==> config.mk <==
export PLATFORM = sky130hd
export DESIGN_NAME = dbus_arb
export DESIGN_NICKNAME = d
export VERILOG_FILES = /design/src/rtl/dbus_arb.sv
export SDC_FILE = /design/constraint.sdc
export NUM_CORES = 1
export LEC_CHECK = 0
export CAP_MARGIN = 40
export CORE_MARGIN = 4
export CORE_UTILIZATION = 43
export DETAILED_ROUTE_END_ITERATION = 10
export PLACE_DENSITY_LB_ADDON = 0.05
export SLEW_MARGIN = 20
export SYNTH_ARGS = -nofsm -noshare
export SYNTH_HDL_FRONTEND = slang
export SYNTH_SLANG_ARGS = --single-unit
==> constraint.sdc <==
create_clock -name clk -period 3.6 [get_ports clk]
set_input_delay 0.54 -clock clk [delete_from_list [all_inputs] [get_ports clk]]
set_output_delay 0.54 -clock clk [all_outputs]
set_load 0.01 [all_outputs]
==> src/rtl/dbus_arb.sv <==
// Data-bus arbiter: CPU memory stage vs DMA onto one slave bus, one access at a time.
// Define DBUS_STARVE_EN to build the DMA anti-starvation counter; otherwise the CPU has strict priority.
module dbus_arb #(
    parameter int STARVE_LIM = 4
) (
    input  logic        clk,
    input  logic        reset,
    input  logic        cpu_req,
    input  logic        cpu_we,
    input  logic [3:0]  cpu_be,
    input  logic [31:0] cpu_addr,
    input  logic [31:0] cpu_wdata,
    input  logic        flush,
    output logic        cpu_stall,
    output logic [31:0] cpu_rdata,
    input  logic        dma_req,
    input  logic        dma_we,
    input  logic [31:0] dma_addr,
    input  logic [31:0] dma_wdata,
    output logic        dma_gnt,
    output logic [31:0] dma_rdata,
    output logic        mem_req,
    output logic        mem_we,
    output logic [3:0]  mem_be,
    output logic [31:0] mem_addr,
    output logic [31:0] mem_wdata,
    input  logic [31:0] mem_rdata,
    input  logic        mem_ack
);

    typedef enum logic [1:0] {IDLE, CPU, DMA} state_t;

    state_t state;
    logic   cpu_done;
    logic   dma_done;
    logic   cpu_pend;
    logic   cpu_elig;
    logic   dma_elig;
    logic   starve;
    logic   grant_cpu;
    logic   grant_dma;

    // A CPU request blocked only by its own done cycle still outranks the DMA.
    assign cpu_pend  = cpu_req & ~flush;
    assign cpu_elig  = cpu_pend & ~cpu_done;
    assign dma_elig  = dma_req & ~dma_done;
    assign grant_dma = (state == IDLE) & dma_elig & (~cpu_pend | starve);
    assign grant_cpu = (state == IDLE) & cpu_elig & ~grant_dma;

    assign cpu_stall = cpu_req & ~cpu_done & ~flush;
    assign dma_gnt   = dma_done;

`ifdef DBUS_STARVE_EN
    localparam int CNT_W = (STARVE_LIM < 1) ? 1 : $clog2(STARVE_LIM + 1);

    logic [CNT_W-1:0] starve_cnt;

    assign starve = dma_req & (starve_cnt == CNT_W'(STARVE_LIM));

    always_ff @(posedge clk or negedge reset) begin
        if (!reset) begin
            starve_cnt <= '0;
        end else if (grant_dma) begin
            starve_cnt <= '0;
        end else if (grant_cpu && dma_req && (starve_cnt != CNT_W'(STARVE_LIM))) begin
            starve_cnt <= starve_cnt + CNT_W'(1);
        end
    end
`else
    assign starve = 1'b0;
`endif

    always_ff @(posedge clk or negedge reset) begin
        if (!reset) begin
            state     <= IDLE;
            mem_req   <= 1'b0;
            mem_we    <= 1'b0;
            mem_be    <= 4'b0000;
            mem_addr  <= 32'h0;
            mem_wdata <= 32'h0;
            cpu_rdata <= 32'h0;
            dma_rdata <= 32'h0;
            cpu_done  <= 1'b0;
            dma_done  <= 1'b0;
        end else begin
            cpu_done <= 1'b0;
            dma_done <= 1'b0;
            case (state)
                IDLE: begin
                    if (grant_cpu) begin
                        mem_req   <= 1'b1;
                        mem_we    <= cpu_we;
                        mem_be    <= cpu_be;
                        mem_addr  <= cpu_addr;
                        mem_wdata <= cpu_wdata;
                        state     <= CPU;
                    end else if (grant_dma) begin
                        mem_req   <= 1'b1;
                        mem_we    <= dma_we;
                        mem_be    <= 4'b1111;
                        mem_addr  <= dma_addr;
                        mem_wdata <= dma_wdata;
                        state     <= DMA;
                    end
                end
                CPU: begin
                    // Completes even under flush; the data is simply not consumed.
                    if (mem_ack) begin
                        mem_req   <= 1'b0;
                        cpu_rdata <= mem_rdata;
                        cpu_done  <= 1'b1;
                        state     <= IDLE;
                    end
                end
                DMA: begin
                    if (mem_ack) begin
                        mem_req   <= 1'b0;
                        dma_rdata <= mem_rdata;
                        dma_done  <= 1'b1;
                        state     <= IDLE;
                    end
                end
                default: state <= IDLE;
            endcase
        end
    end

endmodule

==> flow_metrics.py <==
metrics = {
    "place": {
        "dp.cells": 987,
        "dp_hpwl_um": 14100,
        "pre_cts_ws_ns": 0.887,
        "port_buffers": 307,
        "gp_congestion": 0.840,
    },
    "cells_and_area": {
        "stdcell_count": 1021,
        "nNetsFinal": 1008,
        "layout_commonest_cell": "clkdlybuf4s50_1",
        "final_core_util_pct": 73.5,
        "drive_gt1_share_pct": 13.5,
        "layout_common_cells": "306 x clkdlybuf4s50_1, 138 x dfrtp_1, 132 x nand2_1",
        "syn_to_final_growth_pct": 67.4,
        "diodes": 0,
    },
    "synth": {
        "synth_cells": 537,
        "yosysWarnings": 0,
        "yosysSeqAreaShare_pct": 59.2,
        "syn_area_per_cell_um2": 10.9,
        "synth-seq-cells": 138,
        "syn-num-nets": 713,
        "ys_types": 26,
        "syn_area_mm2": 0.00584,
    },
    "die": {
        "coreArea_mm2": 0.0133,
        "initial_core_util_pct": 43.9,
        "num_rows": 42,
        "die-width_um": 125,
        "io_pins": 308,
        "dieArea_mm2": 0.0155,
        "dieHeight_um": 125,
    },
    "clocking": {
        "post_cts_buffers": 0,
        "htree_num_levels": 4,
        "numCtsBuffers": 17,
        "ctsResizeCount": 0,
        "hold_buffers": 0,
        "clockRootBuffer": "clkbuf_16",
        "clk_path_buf_depth": 2,
        "tritoncts": "built",
        "clock-sinks": 138,
        "clk_latency_ns": 0.42,
        "cts.clk_slew.worst_paths_ns": 0.06,
    },
    "timing": {
        "whs_ns": 0.493,
        "fin_crit_sh_pct": 71.9,
        "rsz0062_at_grt": "false",
        "finalSetupTns_ns": 0,
        "slew_headroom_pct": 53.0,
        "layout_min_cycle_time_ns": 2.59,
        "fmax_mhz": 386,
        "hold_viol_final": 0,
        "final.setup.worst_slack_ns": 1.01,
        "fin_worst_skew_ns": 0.00815,
        "maxSlewViolCount": 0,
        "setup_viol": 0,
        "tightest_slew_ns": 0.702,
    },
    "global_route": {
        "grt_max_degree": 94,
        "grt_pass1_vias": 5741,
        "track_usage_pct": 25.4,
        "overflow": 0,
        "grt_pass1_wl_um": 31400,
        "antenna_found_initial": 0,
    },
    "power": {
        "ir_drop_mv": 0.562,
        "p_per_area_mw_per_mm2": 868,
        "p_leak_nw": 4.08,
    },
    "critical_path": {
        "crit_fanout": 5,
        "endpoint_kind": "output pin",
        "critPathKind": "in -> out",
        "cp_data_required_time_ns": 3.06,
        "cp.arrival_ns": 2.05,
        "start_kind": "input pin",
    },
    "route": {
        "dr.pass1.iters": 4,
        "via_per_inst": 5.27,
        "antenna_left": 0,
        "routedWlPerCell_um": 19.3,
        "finalWirelength_um": 19700,
        "vias": 5377,
        "drtIter0Drc": 451,
        "post-route-drc-count": 0,
    },
    "status": {
        "outcome": "completed",
    },
    "run": {
        "maxCapViolCount": 0,
    },
    "min_path": {
        "holdCritPathClass": "reg -> reg",
    },
}
metal layers:
| metal | vias to the layer above | global-route usage [%] | wire [µm] | part of all wire [%] |
|---|---|---|---|---|
| met3 | 40 | 9.48 | 1630 | 8.3 |
| met2 | 231 | 43.8 | 10300 | 52 |
| met5 | - | 0 | 0 | 0 |
| met4 | 0 | 11.0 | 661 | 3.4 |
| met1 | 2634 | 27.9 | 7100 | 36 |
| li1 | 2472 | - | - | - |
worst max-delay path, cell delays in order:
cell,delay (ns)
clkdlybuf4s50_1,0.57
nor3b_4,0.31
clkdlybuf4s50_1,0.63
cell families (layout without fill, tap and decap cells):
group / count (synthesis) / after routing / synth area share [%]
buffers and inverters: 47 / 355 / 3.73
AOI/OAI and AO/OA: 140 / 140 / 13.8
muxes: 65 / 65 / 12.5
DFF: 138 / 138 / 59.2
and+or+nand+nor: 143 / 143 / 9.92
adders and majority gates: 4 / 4 / 0.857
power breakdown:
part | internal [mW] | switching [mW] | total (mW)
clock network | 1.35 | 0.639 | 1.99
registers | 2.32 | 0.433 | 2.76
logic | 2.10 | 1.64 | 3.74
total | 5.77 | 2.71 | 8.48
registers in the layout, summed over array words and instances, names as in the netlist:
register and count:
state 2, dma_rdata 32, mem_req 1, cpu_rdata 32, mem_we 1, mem_addr 32, mem_be 4, mem_wdata 32
cpu_done 1, dma_gnt 1
synthesized netlist by cell type:
cell type | count | area (µm²)
a31oi_1 | 64 | 400
mux2_2 | 64 | 721
ha_1 | 4 | 50.1
clkbuf_1 | 16 | 60.1
nand2_1 | 133 | 499
a211oi_1 | 1 | 7.51
and2_1 | 1 | 6.26
nor3b_4 | 1 | 18.8
buf_4 | 4 | 30.0
o21ai_0 | 4 | 20.0
nand3_1 | 1 | 5.00
dfrtp_1 | 138 | 3450
nand2b_1 | 1 | 6.26
buf_6 | 1 | 11.3
nor3_2 | 1 | 10.0
o31ai_1 | 1 | 7.51
nor2_1 | 2 | 7.51
mux2i_1 | 1 | 10.0
a21oi_1 | 64 | 320
a21o_1 | 1 | 7.51
o22a_1 | 5 | 43.8
buf_1 | 6 | 22.5
inv_1 | 5 | 18.8
nor2b_1 | 2 | 12.5
nand2b_4 | 1 | 13.8
buf_2 | 15 | 75.1
per-stage QoR:
stage	power, mW	area, µm²
floorplan	4.34	5840
global placement	6.40	9050
detailed placement	6.54	9050
CTS	8.57	9740
global route	8.97	9770
finish	8.48	9770
worst paths after layout:
path	cells past startpoint	end	slack (ns)	startpoint
max	3	cpu_stall	1.01	cpu_req
min	1	mem_be[3]	0.49	mem_be[3]
max reg2reg	6	mem_addr[13]	1.18	state[0]
min reg2reg	1	mem_be[3]	0.49	mem_be[3]
max in group asynchronous	4	mem_addr[10]	2.16	reset
min in group asynchronous	2	mem_addr[11]	0.52	reset
cell type report:
| cell class | count | area, µm² |
|---|---|---|
| fillers | 967 | 3520 |
| flip-flops and latches | 138 | 3450 |
| repair buffers | 318 | 3220 |
| multi-input cells | 352 | 2180 |
| clock buffers | 20 | 467 |
| well taps | 176 | 220 |
| clock inverters | 12 | 218 |
| inverters | 5 | 18.8 |
No activity file was read; power rests on OpenSTA's default activity.
